<file path="config.mk">
export PLATFORM = sky130hd
export DESIGN_NAME = fetch_queue_unit
export DESIGN_NICKNAME = d
export VERILOG_FILES = /design/src/rtl/fetch_queue_unit.sv
export SDC_FILE = /design/constraint.sdc
export NUM_CORES = 1
export LEC_CHECK = 0
export ABC_CLOCK_PERIOD_IN_PS = 6750
export BUFFER_PORTS_ARGS = -buffer_cell sky130_fd_sc_hd__buf_2
export CAP_MARGIN = 20
export CORE_MARGIN = 5
export CORE_UTILIZATION = 30
export CTS_CLUSTER_DIAMETER = 40
export DETAILED_ROUTE_END_ITERATION = 7
export PLACE_DENSITY = 0.57
export SKIP_LAST_GASP = 1
export SLEW_MARGIN = 20
export SYNTH_ARGS = -nofsm -noshare
export SYNTH_HDL_FRONTEND = slang
export SYNTH_SLANG_ARGS = --single-unit
</file>
<file path="constraint.sdc">
create_clock -name clk -period 6.75 [get_ports clk]
set_clock_uncertainty 0.05 [all_clocks]
set_input_delay 0.675 -clock clk [delete_from_list [all_inputs] [get_ports clk]]
set_output_delay 0.675 -clock clk [all_outputs]
set_load 0.01 [all_outputs]
</file>
<file path="src/rtl/fetch_queue_unit.sv">
// Decoupled fetch front end: credit-limited icache request issue, prefetch FIFO
// drained to decode, redirect flush with stale-response squashing, ECALL halt.
module fetch_queue_unit #(
    parameter int          QUEUE_DEPTH     = 4,
    parameter int          MAX_OUTSTANDING = 2,
    parameter logic [63:0] RESET_PC        = 64'h0,
    parameter logic [31:0] ECALL_INST      = 32'h00000073
) (
    input  logic                           clk,
    input  logic                           reset,
    input  logic                           fetch_enable,
    input  logic                           redirect_valid,
    input  logic [63:0]                    redirect_pc,
    output logic                           ic_req_valid,
    input  logic                           ic_req_ready,
    output logic [63:0]                    ic_req_addr,
    input  logic                           ic_resp_valid,
    input  logic [31:0]                    ic_resp_inst,
    input  logic [63:0]                    ic_resp_pc,
    output logic                           out_valid,
    input  logic                           out_ready,
    output logic [31:0]                    out_instruction,
    output logic [63:0]                    out_pc,
    output logic                           ecall_detected,
    output logic                           in_flight,
    output logic [$clog2(QUEUE_DEPTH):0]   queue_count
);

    localparam int                PW       = $clog2(QUEUE_DEPTH);
    localparam int                CW       = PW + 1;
    localparam logic [CW-1:0]     MAX_OUT_C = CW'(MAX_OUTSTANDING);
    localparam logic [CW:0]       DEPTH_C   = (CW+1)'(QUEUE_DEPTH);

    logic [31:0]   r_instMem [QUEUE_DEPTH];
    logic [63:0]   r_pcMem   [QUEUE_DEPTH];
    logic [PW-1:0] r_wrPtr;
    logic [PW-1:0] r_rdPtr;
    logic [CW-1:0] r_count;
    logic [CW-1:0] r_outstanding;
    logic [CW-1:0] r_dropCnt;
    logic [63:0]   r_fetchPc;
    logic          r_halted;
    logic          r_ecall;

    logic          w_credit;
    logic          w_fire;
    logic          w_push;
    logic          w_drop;
    logic          w_pop;
    logic          w_isEcall;
    logic [CW-1:0] w_outNext;

    // Every in-flight request holds a reserved FIFO slot, so responses never overflow.
    assign w_credit  = ({1'b0, r_count} + {1'b0, r_outstanding}) < DEPTH_C;

    assign ic_req_valid = fetch_enable & ~r_halted & ~redirect_valid
                        & (r_outstanding < MAX_OUT_C) & w_credit;
    assign ic_req_addr  = r_fetchPc;

    assign w_fire    = ic_req_valid & ic_req_ready;
    assign w_push    = ic_resp_valid & ~redirect_valid & (r_dropCnt == '0);
    assign w_drop    = ic_resp_valid & ~redirect_valid & (r_dropCnt != '0);
    assign w_isEcall = w_push & (ic_resp_inst == ECALL_INST);

    assign out_valid       = (r_count != '0) & ~redirect_valid;
    assign w_pop           = out_valid & out_ready;
    assign out_instruction = out_valid ? r_instMem[r_rdPtr] : '0;
    assign out_pc          = out_valid ? r_pcMem[r_rdPtr]   : '0;

    assign ecall_detected = r_ecall;
    assign in_flight      = (r_outstanding != '0);
    assign queue_count    = r_count;

    always_comb begin
        w_outNext = r_outstanding;
        if (w_fire && !ic_resp_valid) begin
            w_outNext = r_outstanding + CW'(1);
        end else if (!w_fire && ic_resp_valid) begin
            w_outNext = r_outstanding - CW'(1);
        end
    end

    always_ff @(posedge clk) begin
        if (w_push) begin
            r_instMem[r_wrPtr] <= ic_resp_inst;
            r_pcMem[r_wrPtr]   <= ic_resp_pc;
        end
    end

    always_ff @(posedge clk) begin
        if (reset) begin
            r_wrPtr       <= '0;
            r_rdPtr       <= '0;
            r_count       <= '0;
            r_outstanding <= '0;
            r_dropCnt     <= '0;
            r_fetchPc     <= RESET_PC;
            r_halted      <= 1'b0;
            r_ecall       <= 1'b0;
        end else begin
            r_outstanding <= w_outNext;
            if (redirect_valid) begin
                // No request fires here, so w_outNext is exactly the stale responses still due.
                r_wrPtr   <= '0;
                r_rdPtr   <= '0;
                r_count   <= '0;
                r_fetchPc <= redirect_pc;
                r_halted  <= 1'b0;
                r_ecall   <= 1'b0;
                r_dropCnt <= w_outNext;
            end else begin
                if (w_fire) begin
                    r_fetchPc <= r_fetchPc + 64'd4;
                end
                if (w_push) begin
                    r_wrPtr <= r_wrPtr + PW'(1);
                end
                if (w_pop) begin
                    r_rdPtr <= r_rdPtr + PW'(1);
                end
                case ({w_push, w_pop})
                    2'b10:   r_count <= r_count + CW'(1);
                    2'b01:   r_count <= r_count - CW'(1);
                    default: r_count <= r_count;
                endcase
                if (w_isEcall) begin
                    r_halted  <= 1'b1;
                    r_ecall   <= 1'b1;
                    r_dropCnt <= w_outNext;
                end else if (w_drop) begin
                    r_dropCnt <= r_dropCnt - CW'(1);
                end
            end
        end
    end

endmodule

</file>
==> results by group <==
Die
  – Num ports: 334
  – Die width: 265 µm
  – Die height: 265 µm
  – Total core area: 64300 µm²
  – Rows: 93
  – Die area: 70000 µm²
  – Initial Util: 0.302

Power and ir drop
  – Worst VDD drop: 0.170 mV
  – Static Leak: 8.71 nW
  – Power per cell area: 305 nW/µm²

Global route
  – First-pass GRT wire length: 79800 µm
  – Grt peak-use layer: met2
  – Vias in the first global route: 13.1k
  – Met1 Use GR: 0.190
  – Initial antenna violation count: 9
  – Total congestion overflow: 0
  – Pin count of the biggest net entering global routing: 90
  – Met3 GRT Util: 0.0535
  – Global Route met2 Usage: 0.230
  – Tot GR Track Use: 0.147

Detailed routing
  – # DRC: 0
  – Via density: 5.02
  – Total length of routed wires: 53200 µm
  – Remaining antenna violation count: 0
  – DR WL/cell: 21.1 µm
  – Routed vias: 12.6k
  – DR iter-0 viols: 815
  – 1st-pass router iterations: 5

Placed design
  – Post-DP HPWL: 34300 µm
  – PortBufs: 333
  – Global placement routability congestion: 0.874
  – Placed Area: 22000 µm²

Critical path
  – Worst EP required: 6.02 ns
  – Crit path max fanout: 43
  – Crit end category: output port
  – Worst Setup Path Type: reg2out
  – Crit path DAT: 3.14 ns
  – Cells along the critical path: buf_4, mux4_2, and2_1, buf_2
  – CP max stage cell: dfxtp_4
  – Crit path largest cell delay: 0.91 ns
  – CP Launch Type: register

STA
  – Worst slew margin: 0.353
  – Setup Viol. Count Final: 0
  – Total Neg Setup Slack: 0 ns
  – Worst slew pin tran: 0.971 ns
  – Pins over their slew limit: 0
  – Tcrit/Tclk final: 0.572
  – Maximum clock rate: 259 MHz
  – Minimum clock period: 3.86 ns
  – RSZ-0062 raised after global routing: false
  – Final hold violations: 0

Cells and area
  – Layout cells sized above 1: 0.355
  – Final Cell Area: 24700 µm²
  – Post-layout nets: 1775
  – Synth-to-layout area growth: 26.8%

Yosys
  – Synth Cell Area: 19400 µm²
  – YS warnings: 0
  – Async SR Flop Fraction: 0
  – Top cells by area, synth: edfxtp_1 59%, mux4_2 11%, dfxtp_1 8.2%
  – Top FF cell, synth: edfxtp_1
  – Distinct cells, synth: 65
  – Area leader, netlist: edfxtp_1
  – Most frequent cell after synthesis: edfxtp_1
  – Avg Inst Size Synth: 15.6 µm²
  – Top post-synthesis cells by count: 384 x edfxtp_1, 115 x and2_1, 96 x mux4_2, 80 x dfxtp_1, 56 x clkbuf_1
  – Post-Syn Instances: 1245
  – Yosys reg bits: 464
  – Number of flops mapped to enable cells by yosys: 384
  – Post-Syn Nets: 1426
  – Top-area cell type share of the netlist area: 0.593
  – Sequential share of the synthesized area: 0.675

Clock network
  – Max Buffers Root-to-Sink: 3
  – CTS sink count: 464
  – Skew-Pair Late Insertion Delay: 0.61 ns
  – Htree depth: 3
  – # hold bufs at CTS: 0
  – Post-CTS setup buffers: 0
  – CTS tree: yes
  – PostCTS Resize Cnt: 0
  – Clk slew on worst S/H paths: 0.06 ns
  – Root Driver: clkbuf_16
  – CTS buffer count: 74

Run status
  – Outcome: finished, final reports clean

Hold path
  – Hold WC Path Type: in2reg

Job
  – Max-cap viol count: 0
[critical path: cells and delay by family (launching register included)]
kind | cells | cell delay [ns]
buffers and inverters | 2 | 0.79
DFF | 1 | 0.91
muxes | 1 | 0.59
and+or+nand+nor | 1 | 0.20
[final timing paths]
check                              start                           end  slack, ns  depth (start not counted)
max                             register           out_instruction[13]       2.89                          4
min                       ic_resp_pc[13]      r_pcMem[0][13]$_DFFE_PP_       0.23                          1
max reg2reg  r_outstanding[2]$_SDFF_PP0_  ic_req_addr[62]$_SDFFE_PP0P_       3.47                          6
min reg2reg  ic_req_addr[0]$_SDFFE_PP0P_   ic_req_addr[0]$_SDFFE_PP0P_       0.45                          2
[state kept, by name (all words and copies together) (netlist names), named ones only]
| name | cells |
|---|---|
| ecall_detected | 1 |
| ic_req_addr | 64 |
| queue_count | 3 |
| r_dropCnt | 3 |
| r_instMem | 128 |
| r_outstanding | 3 |
| r_pcMem | 256 |
| r_rdPtr | 2 |
| r_wrPtr | 2 |
[placed cells by master, fill, tap and decap left out, types with 20 or more instances in the layout]
cell,synthesis,final
a21oi_1,20,20
a31oi_1,37,37
and2_1,115,111
buf_2,10,333
clkbuf_16,0,74
dfxtp_1,80,78
edfxtp_1,384,384
mux4_2,96,96
nand2_1,54,54
nand3_1,33,33
nand4_1,31,31
nor2_1,50,49
o211ai_1,20,20
o21ai_0,21,21
or3_1,20,20
[per-stage QoR]
stage	instances	power (W)	worst slack (ns)	hold WS (ns)	utilization
5_1_grt	2510	0.00780	2.57	0.194	0.383
4_1_cts	2510	0.00763	2.64	0.172	0.383
3_3_place_gp	2373	0.00365	3.23	0.423	0.342
6_report	2516	0.00752	2.89	0.226	0.383
2_1_floorplan	1245	0.00347	2.67	0.435	-
3_5_place_dp	2373	0.00366	3.17	0.439	0.342
[layout make-up]
class,count,area [µm²]
fill,6104,39700
sequential,464,13100
multi-input combinational,686,5960
clock buffer,89,1950
timing repair buffer,348,1780
tap,855,1070
clock inverter,48,682
inverter,20,75.1
antenna,6,15.0
[metal layers]
metal  up-vias  wire (µm)
met4        12       1390
met2       509      24500
met3        96       5000
met5         -         80
li1       5681          -
met1      6334      22300
[cells by family (layout without fill, tap and decap cells)]
family | after synthesis | in the layout | synth area share
AOI/OAI and AO/OA | 157 | 157 | 0.0556
xor gates and xnor gates | 17 | 17 | 0.00766
adders and majority gates | 14 | 14 | 0.00939
buffers and inverters | 95 | 505 | 0.0192
DFF | 464 | 464 | 0.675
muxes | 102 | 102 | 0.114
other | 0 | 6 | 0
and+or+nand+nor | 396 | 396 | 0.119
[where the power goes]
group          switching [W]  leakage (nW)  internal [W]
registers          0.0000560          4.13       0.00318
logic               0.000218          3.31      0.000150
clock network        0.00140          1.26       0.00252
total                0.00167          8.71       0.00585
Power figures use the tool's default switching activity.
